--- config.mk ---
export PLATFORM = sky130hd
export DESIGN_NAME = imem_arbiter
export DESIGN_NICKNAME = d
export VERILOG_FILES = /design/src/rtl/imem_arbiter.sv
export SDC_FILE = /design/constraint.sdc
export NUM_CORES = 1
export LEC_CHECK = 0
export BUFFER_PORTS_ARGS = -buffer_cell sky130_fd_sc_hd__buf_2
export CORE_AREA = 2 2 123 77
export DETAILED_ROUTE_END_ITERATION = 16
export DIE_AREA = 0 0 125 79
export MAX_ROUTING_LAYER = met4
export PLACE_DENSITY = 0.66
export SLEW_MARGIN = 25
export SYNTH_ARGS = -nofsm -noshare
export SYNTH_HDL_FRONTEND = slang
export SYNTH_SLANG_ARGS = --single-unit
--- constraint.sdc ---
create_clock -name clk -period 2.17 [get_ports clk]
set_clock_uncertainty 0.15 [all_clocks]
set_input_delay 0 -clock clk [delete_from_list [all_inputs] [get_ports clk]]
set_output_delay 0 -clock clk [all_outputs]
set_load 0.005 [all_outputs]
--- src/rtl/imem_arbiter.sv ---
`default_nettype none
// ============================================================================
//  Module   : imem_arbiter
//  Purpose  : Shares the single instruction-memory port between two
//             requesters (port 0 = fetch FSM, port 1 = loader/debug reader).
//             Round-robin arbitration, one outstanding memory transaction at
//             a time, and a per-transaction response timeout. Every output
//             is driven straight from a flop.
//  Revision : 1.0  initial release
// ----------------------------------------------------------------------------
//  Ports
//    clk, rst_n          clock (rising edge), asynchronous active-low reset
//    m0_req / m0_addr    port 0 request, held with address until m0_gnt
//    m0_gnt              1-cycle pulse, port 0 request accepted
//    m0_valid / m0_data  1-cycle pulse with returned instruction
//    m0_err              1-cycle pulse, port 0 transaction timed out
//    m1_*                identical set for port 1
//    mem_request         1-cycle request strobe to inst_mem
//    mem_addr            address to inst_mem, held for the whole transaction
//    mem_valid/mem_inst  inst_mem response strobe and data
//    busy                high while a transaction is in ISSUE or WAIT
// ============================================================================
module imem_arbiter #(
    parameter int unsigned INST_WIDTH      = 32,
    parameter int unsigned INST_ADDR_WIDTH = 7,
    parameter int unsigned TIMEOUT         = 15,
    parameter int unsigned TMR_WIDTH       = 4
) (
    input  logic                       clk,
    input  logic                       rst_n,
    // port 0
    input  logic                       m0_req,
    input  logic [INST_ADDR_WIDTH-1:0] m0_addr,
    output logic                       m0_gnt,
    output logic                       m0_valid,
    output logic                       m0_err,
    output logic [INST_WIDTH-1:0]      m0_data,
    // port 1
    input  logic                       m1_req,
    input  logic [INST_ADDR_WIDTH-1:0] m1_addr,
    output logic                       m1_gnt,
    output logic                       m1_valid,
    output logic                       m1_err,
    output logic [INST_WIDTH-1:0]      m1_data,
    // instruction memory side
    output logic                       mem_request,
    output logic [INST_ADDR_WIDTH-1:0] mem_addr,
    input  logic                       mem_valid,
    input  logic [INST_WIDTH-1:0]      mem_inst,
    // status
    output logic                       busy
);

    // ------------------------------------------------------------------------
    // State encoding and constants
    // ------------------------------------------------------------------------
    typedef enum logic [1:0] {
        S_IDLE  = 2'd0,
        S_ISSUE = 2'd1,
        S_WAIT  = 2'd2
    } state_t;

    // Last WAIT cycle before the transaction is abandoned.
    localparam logic [TMR_WIDTH-1:0] c_TMR_LAST = TMR_WIDTH'(TIMEOUT - 1);

    // ------------------------------------------------------------------------
    // Registers
    // ------------------------------------------------------------------------
    state_t                     r_state;
    logic                       r_owner;        // port being served
    logic                       r_last_owner;   // port served most recently
    logic [TMR_WIDTH-1:0]       r_timer;
    logic [INST_ADDR_WIDTH-1:0] r_mem_addr;
    logic                       r_mem_request;
    logic                       r_busy;
    logic [1:0]                 r_gnt;          // index = port number
    logic [1:0]                 r_valid;
    logic [1:0]                 r_err;
    logic [INST_WIDTH-1:0]      r_m0_data;
    logic [INST_WIDTH-1:0]      r_m1_data;

    // ------------------------------------------------------------------------
    // Arbitration (only consulted in IDLE)
    // ------------------------------------------------------------------------
    logic                       w_any_req;
    logic                       w_pick;
    logic [INST_ADDR_WIDTH-1:0] w_pick_addr;

    always_comb begin
        w_any_req   = m0_req | m1_req;
        // On a tie the port that was not served last wins; otherwise the
        // lone requester wins. With no requester w_pick is a don't-care.
        if (m0_req && m1_req) begin
            w_pick = ~r_last_owner;
        end else begin
            w_pick = m1_req;
        end
        w_pick_addr = w_pick ? m1_addr : m0_addr;
    end

    // ------------------------------------------------------------------------
    // Control FSM with registered outputs
    // ------------------------------------------------------------------------
    always_ff @(posedge clk or negedge rst_n) begin
        if (!rst_n) begin
            r_state       <= S_IDLE;
            r_owner       <= 1'b0;
            // Pretend port 1 was served last so port 0 wins the first tie.
            r_last_owner  <= 1'b1;
            r_timer       <= '0;
            r_mem_addr    <= '0;
            r_mem_request <= 1'b0;
            r_busy        <= 1'b0;
            r_gnt         <= 2'b00;
            r_valid       <= 2'b00;
            r_err         <= 2'b00;
            r_m0_data     <= '0;
            r_m1_data     <= '0;
        end else begin
            // Pulse outputs default low and are raised for one cycle only.
            r_gnt         <= 2'b00;
            r_valid       <= 2'b00;
            r_err         <= 2'b00;
            r_mem_request <= 1'b0;

            case (r_state)
                S_IDLE: begin
                    // mem_valid seen here is a stray response and is dropped.
                    if (w_any_req) begin
                        r_owner       <= w_pick;
                        r_mem_addr    <= w_pick_addr;
                        r_gnt[w_pick] <= 1'b1;
                        r_mem_request <= 1'b1;
                        r_busy        <= 1'b1;
                        r_state       <= S_ISSUE;
                    end
                end

                S_ISSUE: begin
                    // The request strobe was presented this cycle; any
                    // mem_valid here predates it and is ignored.
                    r_timer <= '0;
                    r_state <= S_WAIT;
                end

                S_WAIT: begin
                    // A response arriving on the final timeout cycle still
                    // counts, so mem_valid is tested first.
                    if (mem_valid) begin
                        r_valid[r_owner] <= 1'b1;
                        if (r_owner) begin
                            r_m1_data <= mem_inst;
                        end else begin
                            r_m0_data <= mem_inst;
                        end
                        r_last_owner <= r_owner;
                        r_busy       <= 1'b0;
                        r_state      <= S_IDLE;
                    end else if (r_timer == c_TMR_LAST) begin
                        r_err[r_owner] <= 1'b1;
                        if (r_owner) begin
                            r_m1_data <= '0;
                        end else begin
                            r_m0_data <= '0;
                        end
                        r_last_owner <= r_owner;
                        r_busy       <= 1'b0;
                        r_state      <= S_IDLE;
                    end else begin
                        r_timer <= r_timer + 1'b1;
                    end
                end

                default: begin
                    r_busy  <= 1'b0;
                    r_state <= S_IDLE;
                end
            endcase
        end
    end

    // ------------------------------------------------------------------------
    // Output mapping
    // ------------------------------------------------------------------------
    assign m0_gnt      = r_gnt[0];
    assign m0_valid    = r_valid[0];
    assign m0_err      = r_err[0];
    assign m0_data     = r_m0_data;
    assign m1_gnt      = r_gnt[1];
    assign m1_valid    = r_valid[1];
    assign m1_err      = r_err[1];
    assign m1_data     = r_m1_data;
    assign mem_request = r_mem_request;
    assign mem_addr    = r_mem_addr;
    assign busy        = r_busy;

endmodule
`default_nettype wire

==> results.json, run 1 <==
{
  "status": "finished, final reports clean",
  "setup_viol": 0,
  "vias": 2911,
  "multi_input_area_um2": 1090,
  "crit_type": "flop to flop",
  "cp_max_fo": 12,
  "final_cell_count_no_fill": 536,
  "synth_largest_area_cell": "dfrtp_1",
  "initial_utilization_pct": 38.7,
  "dp_hpwl_um": 5870,
  "cts_max_path_buffers": 2,
  "maxCapViolCount": 0,
  "cp-start-kind": "flop",
  "die_h_um": 79,
  "grt_use_met1_pct": 27.7,
  "die_w_um": 125,
  "tritoncts": "built",
  "finalSetupTns_ns": 0,
  "ys_ff_latch": 87,
  "grtUsageMet3_pct": 5.59,
  "grt_pass1_vias": 2804,
  "final_cell_mix": "128 x buf_2, 86 x dfrtp_1, 64 x a32o_1",
  "routed_via_density": 5.43,
  "regArea_um2": 2180,
  "detail-route-antenna-nets": 0,
  "clk_pin_slew_ns": 0.06,
  "diodes": 0,
  "drtIter0Drc": 191,
  "drive_above_1_share_pct": 38.3,
  "io_buffers": 129,
  "period_minus_slack_ns": 2.03,
  "grt_first_pass_wirelength_um": 14500,
  "htreeDepth": 3,
  "grt.overflow.total": 0,
  "cts.sinks": 87,
  "ys_seq_area_share_pct": 63.6,
  "yosysWarnings": 0,
  "nets": 469,
  "use_met2_pct": 27.3,
  "pin_count": 130,
  "p_leak_nw": 2.44,
  "hold_path_class": "input port to async pin",
  "core_um2": 8850,
  "grt-busiest-layer": "met1",
  "p_per_area_nw_per_um2": 1310,
  "first_pass_iters": 4,
  "min_period_over_period_pct": 93.7,
  "std_cell_rows": 27,
  "drcViolationCount": 0,
  "synthCells": 242,
  "rsz0062_at_grt": "false",
  "yosys.cell_types.count": 39,
  "critPathArrivalTime_ns": 2.14,
  "synth_fp_nets": 295,
  "numCtsBuffers": 9,
  "wl_um": 9110,
  "layout_commonest_cell": "buf_2",
  "cts-root-buf": "clkbuf_16",
  "slew_violations": 0,
  "power_mw": 6.57,
  "netlist_area_um2": 3420,
  "fill_cells": 721,
  "design.die.area_um2": 9880,
  "place_congestion": 0.774,
  "avgSynthCellArea_um2": 14.2,
  "cp.required_ns": 2.28,
  "synth_area_leaders": "dfrtp_1 63%, a32o_1 19%, buf_2 1.9%",
  "achievable-frequency_ghz": 0.492,
  "grt_usage_pct": 19.2,
  "slew-limit-headroom_pct": 61.9,
  "antenna_found_initial": 0,
  "area_growth_pct": 46.3,
  "routedWlPerCell_um": 17.0,
  "vdd_drop_max_mv": 0.692,
  "grt_max_degree": 45,
  "dp_cells": 470,
  "clkLatencyLatePin_ns": 0.32,
  "worstSetupEndpointType": "flop",
  "worstMarginPinSlew_ns": 0.571,
  "final_hold_viol_count": 0,
  "synth_top_area_share_pct": 62.8
}
## path summary, 6_finish.rpt
path,start,endpoint,slack (ns),cells after the start
max,r_state[1],r_gnt[0],0.14,4
min,rst_n,m1_data[16],0.06,2
max reg2reg,r_state[1],r_gnt[0],0.14,4
min reg2reg,m0_data[30],m0_data[30],0.34,1
max in group asynchronous,rst_n,r_last_owner,1.12,3
min in group clk,m1_addr[2],mem_addr[2],0.29,3
## stage by stage
stage | hold WS (ns) | instance area (µm²) | util [%] | worst slack [ns]
after CTS | 0.0665 | 5010 | 56.6 | 0.132
final | 0.0590 | 5010 | 56.6 | 0.136
after global routing | 0.111 | 5010 | 56.6 | 0.0566
after detailed placement | -0.115 | 4170 | 47.2 | 0.301
after floorplan | -0.446 | 3420 | - | 0.589
after global placement | -0.125 | 4170 | 47.2 | 0.396
## Yosys cell counts
cell	n
and4b_1	2
nor2b_1	1
clkbuf_1	10
a221o_1	6
nand3_1	1
nor3b_4	1
buf_6	3
mux2i_1	1
nand2b_1	1
buf_2	13
and2_1	3
and3b_1	1
a21o_1	1
nand2_1	6
o211a_1	1
a22oi_1	2
a21oi_1	4
nand2_2	1
a211oi_1	1
a31oi_1	1
ha_1	2
o21ai_0	2
nor2_1	2
nor4b_1	2
dfstp_2	1
and3_1	1
a32o_1	64
nor3b_1	2
a31o_2	1
o2bb2ai_1	1
buf_4	1
a21boi_0	7
maj3_1	1
mux2_2	1
inv_1	5
dfrtp_1	86
nand4_1	1
a22o_1	1
or2_2	1
## sequential cells by signal, summed over array words and instances, names as in the netlist, 2 cells and up
signal    flops
m1_data      32
r_gnt         2
r_valid       2
r_timer       4
mem_addr      7
r_err         2
r_state       2
m0_data      32
## kinds of logic (layout without fill, tap and decap cells)
kind of cell	count (synthesis)	in the layout	synth area share [%]
AO/OA/AOI/OAI	92	92	25.0
flip-flops	87	87	63.6
buffers and inverters	32	210	4.75
AND/OR/NAND/NOR	26	26	5.01
multiplexers	2	2	0.621
adder cells (fa/ha/maj)	3	3	1.02
## worst max-delay path: stages (launching register included)
cell           delay (ns)
dfrtp_1              0.52
nor2_2               0.23
buf_4                0.19
and3_1               0.29
dlygate4sd3_1        0.59
## final cells by class
class | instances | area share (%)
Timing Repair Buffer | 190 | 25.1
Multi-Input combinational cell | 123 | 21.7
Clock inverter | 5 | 1.65
Inverter | 5 | 0.375
Tap cell | 116 | 2.90
Clock buffer | 10 | 4.77
Sequential cell | 87 | 43.5
## repair_timing
action                                  CTS  global route
setup buffers                             0             0
gates resized for setup                   0             1
endpoints found under the hold margin   160             0
endpoints found under the setup margin    0             1
hold buffers                             51             0
## routing by layer
metal,up-vias,part of all wire (%)
met1,1477,51
met4,0,0.14
met5,-,0
met3,2,5.7
li1,1321,-
met2,111,43
## report_power, final
part	switching [mW]	internal, mW	total, mW
logic	0.977	1.21	2.19
registers	0.442	2.31	2.76
clock network	0.588	1.03	1.62
Note: power is estimated with default switching activity, not from simulation.
==> run 2, diff against run 1 <==
--- a/config.mk
+++ b/config.mk
@@ -10,7 +10,7 @@
 export DETAILED_ROUTE_END_ITERATION = 16
 export DIE_AREA = 0 0 125 79
 export MAX_ROUTING_LAYER = met4
-export PLACE_DENSITY = 0.66
+export PLACE_DENSITY_LB_ADDON = 0.25
 export SLEW_MARGIN = 25
 export SYNTH_ARGS = -nofsm -noshare
 export SYNTH_HDL_FRONTEND = slang
==> run 2 against run 1 <==
Net effect:
- setup slack improved by 0.026 ns
- clock power fell by 8%
- highest routed layer unchanged
- first-iteration DRC count fell by 21%
- routed wire length rose by 4.1%
- combinational power barely moved
- critical path type unchanged
- sequential power barely moved
- largest power group unchanged
- sequential share of layout area rose by 0.26 points
- non-clock buffer count did not move
- core utilization fell by 0.34 points
==> results.json, run 2 (synthesis results as in run 1) <==
{
  "p_per_area_nw_per_um2": 1290,
  "cts.sinks": 87,
  "worstMarginPinSlew_ns": 0.629,
  "layout_commonest_cell": "buf_2",
  "routed_via_density": 5.44,
  "period_minus_slack_ns": 2.01,
  "finalSetupTns_ns": 0,
  "io_buffers": 129,
  "stdcell_area_um2": 4980,
  "routedWlPerCell_um": 17.6,
  "multi_input_area_um2": 1080,
  "std_cell_rows": 27,
  "grt_usage_pct": 20.3,
  "achievable-frequency_ghz": 0.498,
  "first_pass_iters": 4,
  "worstSetupEndpointType": "flop",
  "detail-route-antenna-nets": 0,
  "design.die.area_um2": 9880,
  "grt_first_pass_wirelength_um": 15400,
  "slew_violations": 0,
  "maxCapViolCount": 0,
  "diodes": 0,
  "tritoncts": "built",
  "regArea_um2": 2180,
  "grt_max_degree": 48,
  "cts-root-buf": "clkbuf_16",
  "cp.required_ns": 2.29,
  "hold_path_class": "input port to flop",
  "nets": 469,
  "vdd_drop_max_mv": 0.757,
  "pin_count": 130,
  "antenna_found_initial": 0,
  "drive_above_1_share_pct": 38.2,
  "die_w_um": 125,
  "rsz0062_at_grt": "false",
  "die_h_um": 79,
  "htreeDepth": 3,
  "min_period_over_period_pct": 92.6,
  "drtIter0Drc": 151,
  "post_cts_resized": 0,
  "grt_pass1_vias": 2991,
  "slew-limit-headroom_pct": 58.1,
  "vias": 2921,
  "critPathArrivalTime_ns": 2.13,
  "final_cell_mix": "128 x buf_2, 86 x dfrtp_1, 64 x a32o_1",
  "cp-start-kind": "flop",
  "status": "finished, final reports clean",
  "area_growth_pct": 45.4,
  "final_hold_viol_count": 0,
  "clk_pin_slew_ns": 0.06,
  "wl_um": 9480,
  "fill_cells": 723,
  "crit_type": "flop to flop",
  "cts_max_path_buffers": 2,
  "dp_hpwl_um": 5960,
  "clkLatencyLatePin_ns": 0.33,
  "core_um2": 8850,
  "grt.overflow.total": 0,
  "placed_cell_area_um2": 4180,
  "p_leak_nw": 2.43,
  "cp_max_fo": 12,
  "initial_utilization_pct": 38.7,
  "drcViolationCount": 0,
  "numCtsBuffers": 9,
  "place_congestion": 0.769,
  "setup_viol": 0
}
-- run 2: cell count changes in the layout (fill, tap and decap cells not counted) --
cell	before	now
clkinv_4	2	0
clkinvlp_4	0	1
nor2_1	1	2
bufinv_16	2	0
clkbuf_1	0	1
dlygate4sd3_1	51	50
clkbuf_8	1	4
buf_4	9	10
nor2_2	1	0
-- run 2: routing by layer --
layer / up-vias / wire (µm) / track usage (%)
met2: 134 / 4190 / 30.7
met3: 9 / 698 / 5.80
met1: 1462 / 4540 / 27.5
met4: 0 / 51 / 5.00
met5: - / 0 / -
li1: 1316 / - / -
-- run 2: worst max-delay path: stages, from the launching register on --
cell,delay (ns)
dfrtp_1,0.51
nor2_1,0.16
buf_4,0.19
and3_1,0.34
dlygate4sd3_1,0.60
-- run 2: what timing repair did --
action / in CTS / in global routing
hold buffers: 50 / 0
buffers inserted: 0 / 0
hold endpoints to repair: 119 / 0
endpoints found under the setup margin: 0 / 0
-- run 2: through the flow --
stage	util [%]	total power, mW	hold WS [ns]	std cells	worst slack, ns
final	56.2	6.43	0.0413	537	0.161
after global routing	56.2	6.88	0.0709	537	0.0894
after CTS	56.2	6.50	0.0257	537	0.173
after detailed placement	47.2	4.90	-0.0905	471	0.423
after global placement	47.2	4.84	-0.0963	471	0.464
after floorplan	-	3.87	-0.446	242	0.589
-- run 2: power breakdown --
part	total [mW]	internal (mW)	switching, mW
sequential	2.75	2.31	0.431
clock	1.49	0.899	0.587
combinational	2.20	1.22	0.984
total	6.43	4.43	2.00
-- run 2: final timing paths --
path	startpoint	endpoint	slack [ns]	depth (start not counted)
worst max-delay path	r_state[1]	r_gnt[0]	0.16	4
worst min-delay path	m1_req	r_state[0]	0.04	4
worst max register to register	r_state[1]	r_gnt[0]	0.16	4
worst min register to register	m1_data[18]	m1_data[18]	0.34	1
max in group asynchronous	rst_n	r_last_owner	1.07	3
min in group asynchronous	rst_n	m0_data[16]	0.07	2
-- run 2: area by class of cell --
| class | count | share of cell area [%] |
|---|---|---|
| sequential | 87 | 43.8 |
| timing repair buffer | 190 | 25.2 |
| multi-input combinational | 123 | 21.8 |
| clock buffer | 14 | 5.70 |
| tap | 116 | 2.92 |
| inverter | 5 | 0.377 |
| clock inverter | 2 | 0.251 |
